### config.mk
export PLATFORM = sky130hd
export DESIGN_NAME = hazard_controller_flat
export DESIGN_NICKNAME = d
export VERILOG_FILES = /design/src/rtl/hazard_controller_if.sv /design/src/rtl/hazard_controller.sv /design/src/flat_wrapper.sv
export SDC_FILE = /design/constraint.sdc
export NUM_CORES = 1
export LEC_CHECK = 0
export ABC_CLOCK_PERIOD_IN_PS = 2600
export CORE_UTILIZATION = 42
export CTS_BUF_LIST = sky130_fd_sc_hd__clkbuf_8
export CTS_CLUSTER_SIZE = 14
export DETAILED_ROUTE_END_ITERATION = 16
export PLACE_DENSITY = 0.81
export RECOVER_POWER = 25
export SYNTH_ARGS = -nofsm -noshare
export SYNTH_HDL_FRONTEND = slang
export SYNTH_SLANG_ARGS = --single-unit
### constraint.sdc
create_clock -name clk_i -period 2.6 [get_ports clk_i]
set_clock_uncertainty 0.2 [all_clocks]
set_input_delay 0.26 -clock clk_i [delete_from_list [all_inputs] [get_ports clk_i]]
set_output_delay 0.26 -clock clk_i [all_outputs]
set_load 0.02 [all_outputs]
### src/rtl/hazard_controller_if.sv
// Signal bundle between the pipeline datapath and the hazard controller.
// The datapath side uses the master modport; the controller uses the slave modport.
interface hazard_controller_if #(
    parameter int CNT_W = 16
);
    logic [4:0]       IF_ID_Rs1;
    logic [4:0]       IF_ID_Rs2;
    logic             IF_ID_UseRs1;
    logic             IF_ID_UseRs2;
    logic [4:0]       ID_EX_Rd;
    logic             ID_EX_MemRead;
    logic             ID_EX_MulDiv;
    logic             branch_taken_i;
    logic             md_done_i;
    logic             md_start_o;
    logic             pc_write_o;
    logic             if_id_write_o;
    logic             if_id_flush_o;
    logic             id_ex_hold_o;
    logic             id_ex_bubble_o;
    logic             ex_mem_bubble_o;
    logic [CNT_W-1:0] stall_cycles_o;

    modport master (
        output IF_ID_Rs1, IF_ID_Rs2, IF_ID_UseRs1, IF_ID_UseRs2,
        output ID_EX_Rd, ID_EX_MemRead, ID_EX_MulDiv,
        output branch_taken_i, md_done_i,
        input  md_start_o, pc_write_o, if_id_write_o, if_id_flush_o,
        input  id_ex_hold_o, id_ex_bubble_o, ex_mem_bubble_o, stall_cycles_o
    );

    modport slave (
        input  IF_ID_Rs1, IF_ID_Rs2, IF_ID_UseRs1, IF_ID_UseRs2,
        input  ID_EX_Rd, ID_EX_MemRead, ID_EX_MulDiv,
        input  branch_taken_i, md_done_i,
        output md_start_o, pc_write_o, if_id_write_o, if_id_flush_o,
        output id_ex_hold_o, id_ex_bubble_o, ex_mem_bubble_o, stall_cycles_o
    );
endinterface

### src/rtl/hazard_controller.sv
// Pipeline sequencing for the 5-stage core: load-use stalls, taken-branch flushes,
// mul/div start/done handshake, and a saturating count of stalled cycles.
module hazard_controller #(
    parameter int CNT_W = 16
) (
    input  logic              clk_i,
    input  logic              rst_i,
    hazard_controller_if.slave hz
);

    typedef enum logic {
        RUN     = 1'b0,
        MD_BUSY = 1'b1
    } state_t;

    state_t           state_reg;
    state_t           state_next;
    logic [CNT_W-1:0] stall_cnt_reg;
    logic [CNT_W-1:0] stall_cnt_next;

    logic rs1_hit;
    logic rs2_hit;
    logic load_use;

    logic md_start;
    logic pc_write;
    logic if_id_write;
    logic if_id_flush;
    logic id_ex_hold;
    logic id_ex_bubble;
    logic ex_mem_bubble;

    // x0 never carries a real dependency, so a load to x0 never stalls.
    assign rs1_hit  = hz.IF_ID_UseRs1 && (hz.IF_ID_Rs1 == hz.ID_EX_Rd);
    assign rs2_hit  = hz.IF_ID_UseRs2 && (hz.IF_ID_Rs2 == hz.ID_EX_Rd);
    assign load_use = hz.ID_EX_MemRead && (hz.ID_EX_Rd != 5'd0) && (rs1_hit || rs2_hit);

    always_comb begin
        state_next    = state_reg;
        md_start      = 1'b0;
        pc_write      = 1'b1;
        if_id_write   = 1'b1;
        if_id_flush   = 1'b0;
        id_ex_hold    = 1'b0;
        id_ex_bubble  = 1'b0;
        ex_mem_bubble = 1'b0;

        case (state_reg)
            RUN: begin
                if (hz.ID_EX_MulDiv) begin
                    md_start      = 1'b1;
                    pc_write      = 1'b0;
                    if_id_write   = 1'b0;
                    id_ex_hold    = 1'b1;
                    ex_mem_bubble = 1'b1;
                    state_next    = MD_BUSY;
                end else if (load_use) begin
                    // A branch seen during this stall is re-resolved next cycle with forwarded data.
                    pc_write      = 1'b0;
                    if_id_write   = 1'b0;
                    id_ex_bubble  = 1'b1;
                end else if (hz.branch_taken_i) begin
                    if_id_flush   = 1'b1;
                end
            end
            MD_BUSY: begin
                // On done the pipeline advances; any other hazard is left for RUN to re-evaluate.
                if (hz.md_done_i) begin
                    state_next    = RUN;
                end else begin
                    pc_write      = 1'b0;
                    if_id_write   = 1'b0;
                    id_ex_hold    = 1'b1;
                    ex_mem_bubble = 1'b1;
                end
            end
            default: begin
                state_next = RUN;
            end
        endcase
    end

    always_comb begin
        stall_cnt_next = stall_cnt_reg;
        if (!pc_write && !(&stall_cnt_reg)) begin
            stall_cnt_next = stall_cnt_reg + 1'b1;
        end
    end

    always_ff @(posedge clk_i or posedge rst_i) begin
        if (rst_i) begin
            state_reg     <= RUN;
            stall_cnt_reg <= '0;
        end else begin
            state_reg     <= state_next;
            stall_cnt_reg <= stall_cnt_next;
        end
    end

    assign hz.md_start_o      = md_start;
    assign hz.pc_write_o      = pc_write;
    assign hz.if_id_write_o   = if_id_write;
    assign hz.if_id_flush_o   = if_id_flush;
    assign hz.id_ex_hold_o    = id_ex_hold;
    assign hz.id_ex_bubble_o  = id_ex_bubble;
    assign hz.ex_mem_bubble_o = ex_mem_bubble;
    assign hz.stall_cycles_o  = stall_cnt_reg;

endmodule

### src/flat_wrapper.sv
// flat-port wrapper written by rule: the top's interface ports become plain ports
module hazard_controller_flat 
#(
    parameter int CNT_W = 16
)
  (clk_i, rst_i, hz_IF_ID_Rs1, hz_IF_ID_Rs2, hz_IF_ID_UseRs1, hz_IF_ID_UseRs2, hz_ID_EX_Rd, hz_ID_EX_MemRead, hz_ID_EX_MulDiv, hz_branch_taken_i, hz_md_done_i, hz_md_start_o, hz_pc_write_o, hz_if_id_write_o, hz_if_id_flush_o, hz_id_ex_hold_o, hz_id_ex_bubble_o, hz_ex_mem_bubble_o, hz_stall_cycles_o);
  hazard_controller_if #(.CNT_W(CNT_W)) hz_i ();
  input  logic clk_i;
  input  logic rst_i;
  input wire logic [$bits(hz_i.IF_ID_Rs1)-1:0] hz_IF_ID_Rs1;
  input wire logic [$bits(hz_i.IF_ID_Rs2)-1:0] hz_IF_ID_Rs2;
  input wire logic [$bits(hz_i.IF_ID_UseRs1)-1:0] hz_IF_ID_UseRs1;
  input wire logic [$bits(hz_i.IF_ID_UseRs2)-1:0] hz_IF_ID_UseRs2;
  input wire logic [$bits(hz_i.ID_EX_Rd)-1:0] hz_ID_EX_Rd;
  input wire logic [$bits(hz_i.ID_EX_MemRead)-1:0] hz_ID_EX_MemRead;
  input wire logic [$bits(hz_i.ID_EX_MulDiv)-1:0] hz_ID_EX_MulDiv;
  input wire logic [$bits(hz_i.branch_taken_i)-1:0] hz_branch_taken_i;
  input wire logic [$bits(hz_i.md_done_i)-1:0] hz_md_done_i;
  output wire logic [$bits(hz_i.md_start_o)-1:0] hz_md_start_o;
  output wire logic [$bits(hz_i.pc_write_o)-1:0] hz_pc_write_o;
  output wire logic [$bits(hz_i.if_id_write_o)-1:0] hz_if_id_write_o;
  output wire logic [$bits(hz_i.if_id_flush_o)-1:0] hz_if_id_flush_o;
  output wire logic [$bits(hz_i.id_ex_hold_o)-1:0] hz_id_ex_hold_o;
  output wire logic [$bits(hz_i.id_ex_bubble_o)-1:0] hz_id_ex_bubble_o;
  output wire logic [$bits(hz_i.ex_mem_bubble_o)-1:0] hz_ex_mem_bubble_o;
  output wire logic [$bits(hz_i.stall_cycles_o)-1:0] hz_stall_cycles_o;
  assign hz_i.IF_ID_Rs1 = hz_IF_ID_Rs1;
  assign hz_i.IF_ID_Rs2 = hz_IF_ID_Rs2;
  assign hz_i.IF_ID_UseRs1 = hz_IF_ID_UseRs1;
  assign hz_i.IF_ID_UseRs2 = hz_IF_ID_UseRs2;
  assign hz_i.ID_EX_Rd = hz_ID_EX_Rd;
  assign hz_i.ID_EX_MemRead = hz_ID_EX_MemRead;
  assign hz_i.ID_EX_MulDiv = hz_ID_EX_MulDiv;
  assign hz_i.branch_taken_i = hz_branch_taken_i;
  assign hz_i.md_done_i = hz_md_done_i;
  assign hz_md_start_o = hz_i.md_start_o;
  assign hz_pc_write_o = hz_i.pc_write_o;
  assign hz_if_id_write_o = hz_i.if_id_write_o;
  assign hz_if_id_flush_o = hz_i.if_id_flush_o;
  assign hz_id_ex_hold_o = hz_i.id_ex_hold_o;
  assign hz_id_ex_bubble_o = hz_i.id_ex_bubble_o;
  assign hz_ex_mem_bubble_o = hz_i.ex_mem_bubble_o;
  assign hz_stall_cycles_o = hz_i.stall_cycles_o;
  hazard_controller #(.CNT_W(CNT_W)) u_core (.clk_i(clk_i), .rst_i(rst_i), .hz(hz_i));
endmodule
==> results by group <==
Layout
  • Max reg flops: 16
  • Layout cell share with drive strength beyond 1: 8.78%
  • P&R area growth vs syn: 52.4%
  • # nets final: 173
  • Finished Layout Cells: 176
  • Inserted Diodes: 0

Critical path
  • Startpoint types: primary input
  • Reg-to-reg startpoint: u_core.hz.stall_cycles_o[0]
  • CP Data Arrival Time: 2.07 ns
  • Crit-path max FO: 3
  • CP endpoint kind: output pin
  • Crit path launch: hz_ID_EX_Rd[1]
  • Data required time of the worst path: 2.14 ns
  • WS Path Type: primary input to output pin

Placement
  • IO Port Bufs: 45
  • Post-place setup slack: -0.388 ns
  • Placed cells: 172
  • Placer Congestion: 0.748
  • HPWL Detailed: 1.86 mm

Clocking
  • CTS HTree Levels: 1
  • Clk slew on worst S/H paths: 0.06 ns
  • Root buffer cell: clkbuf_8
  • CTS Buffer Depth: 2
  • CTS tree: yes
  • Clock sinks: 17
  • Clock buffer count from CTS: 3
  • Worst skew pair latency: 0.24 ns

Synth
  • Synth Instances: 99
  • Avg Inst Size Synth: 10.1 um2
  • Syn nets: 123
  • Mapped cell area: 996 um2
  • Seq/Total Area, Yosys: 42.7%
  • Synthesis Warnings: 0
  • Area leader, netlist: dfrtp_1
  • Number of distinct library cells after synthesis: 22
  • Flops & latches, synth: 17
  • Dominant cells by area after synthesis: dfrtp_1 43%, xnor2_1 21%, and3_1 6.9%, nand4_1 5.7%, nand3_1 4.5%
  • Yosys top cell area share: 42.7%

Power
  • PwrDens: 654 mW/mm2
  • Leakage: 0.643 nW
  • VDD IR max: 0.623 mV

Global route
  • Tot GR Track Use: 18.4%
  • Pin count of the biggest net entering global routing: 18
  • First-pass GRT wire length: 3.73 mm
  • Gr ovfl total: 0
  • Number of global-route vias before repair: 916
  • Initial antenna violation count: 0

Drt
  • Drt drc: 0
  • Vias per Instance: 5.23
  • Vias: 921
  • Routed WL per cell: 13.4 um
  • Post-route ant nets: 0
  • Total routed wirelength: 2.36 mm
  • DR pass1 iterations: 3
  • DRT iter0 DRCs: 10

Floorplanning
  • Die width: 50.7 um
  • Die area: 0.00257 mm2
  • Num ports: 46
  • Height of the chip: 50.7 um
  • Row cnt: 17
  • Core Box Area: 0.00223 mm2
  • Initial Utilization: 44.6%

Timing
  • Slew Limit Fails: 0
  • Slew @ Worst Pin: 0.625 ns
  • Max frequency: 0.395 GHz
  • Hold Vio Cnt, Final: 0
  • Rel. slew slack: 58.3%
  • Fin Hold WS: 0.301 ns
  • Final min period: 2.53 ns
  • Final period utilization: 97.4%
  • Unrepaired setup endpoints after global routing: false
  • Fin worst setup slack: 0.0684 ns
  • Setup violators final: 0
  • Setup TNS: 0 ns

Flow run
  • Max-Cap Viols: 0

Worst hold path
  • HP Class: flip-flop to flip-flop
  • Worst hold start: u_core.hz.stall_cycles_o[8]

Status
  • Outcome: complete, no violations
==> where the power goes <==
group          leakage (nW)  switching, W  internal [W]
Clock                0.0269     0.0000834      0.000104
Combinational         0.394      0.000197      0.000222
Sequential            0.223     0.0000647      0.000323
==> repair_timing <==
item	4_1_cts	5_1_grt
hold buffers	0	0
resized for setup	10	0
buffers inserted	0	0
setup endpoints to repair	4	0
==> synthesized netlist by cell type <==
master and instances:
a211o_4 1, a21oi_1 1, and2_1 2, and3_1 11
and4_1 1, buf_4 2, buf_6 1, clkbuf_1 2
dfrtp_1 17, ha_1 1, inv_1 1, mux2_2 2
nand2_1 8, nand3_1 9, nand4_1 9, nor2_1 1
nor2b_1 1, nor3_1 1, o21a_1 2, o22ai_1 1
or4_1 1, xnor2_1 24
==> logic make-up (layout without fill, tap and decap cells) <==
family | Yosys count | after routing | synth area share (%)
adder cells (fa/ha/maj) | 1 | 1 | 1.26
AO/OA/AOI/OAI | 5 | 5 | 4.40
AND/OR/NAND/NOR | 44 | 44 | 24.5
multiplexers | 2 | 2 | 2.26
flip-flops | 17 | 17 | 42.7
buffers and inverters | 6 | 55 | 3.77
XOR/XNOR | 24 | 24 | 21.1
==> critical path: stages <==
cell and delay [ns]:
clkdlybuf4s50_1 0.46, or4_1 0.54, o21a_1 0.21, a211o_4 0.33
nand2_1 0.10, buf_2 0.17
==> through the flow <==
stage,total power (W),area (um2),util (%)
after floorplan,0.000611,996,-
after global placement,0.000802,1490,66.5
after detailed placement,0.000815,1490,66.5
after CTS,0.00100,1520,68.0
after global routing,0.00105,1520,68.0
final,0.000993,1520,68.0
==> per-layer routing <==
layer | GRT usage [%] | up-vias | routed length [um]
met1 | 19.4 | 440 | 938
met2 | 36.4 | 36 | 1180
met5 | 0 | - | 0
met3 | 4.85 | 2 | 230
met4 | 2.78 | 0 | 4
li1 | - | 443 | -
==> cells in the final DEF (no fill, tap or decap), drive strengths merged <==
master and instances:
dlygate4sd3 1, nand4 9, clkbuf 3, and3 11
nor2 1, o21a 2, nand2 8, nor3 1
inv 2, ha 1, a21oi 1, clkdlybuf4s50 40
and4 1, mux2 2, dlygate4sd2 2, nor2b 1
or4 1, a211o 1, nand3 9, dfrtp 17
xnor2 24, o22ai 1, buf 7, and2 2
==> path summary, 6_finish.rpt <==
check                      depth (start not counted)                           end  slack [ns]
setup / recovery                                   6                 hz_pc_write_o        0.07
hold / removal                                     1   u_core.hz.stall_cycles_o[8]        0.30
setup reg to reg                                   6   u_core.hz.stall_cycles_o[1]        0.42
hold reg to reg                                    1   u_core.hz.stall_cycles_o[8]        0.30
max in group asynchronous                          2  u_core.hz.stall_cycles_o[11]        1.47
min in group asynchronous                          2   u_core.hz.stall_cycles_o[4]        0.33
==> area by class of cell <==
type	count	area (um2)
multi-input combinational	76	533
clock buffer	3	41.3
fill	192	716
clock inverter	1	3.75
sequential	17	425
inverter	1	3.75
tap	28	35.0
timing repair buffer	50	475
Note: power is estimated with default switching activity, not from simulation.
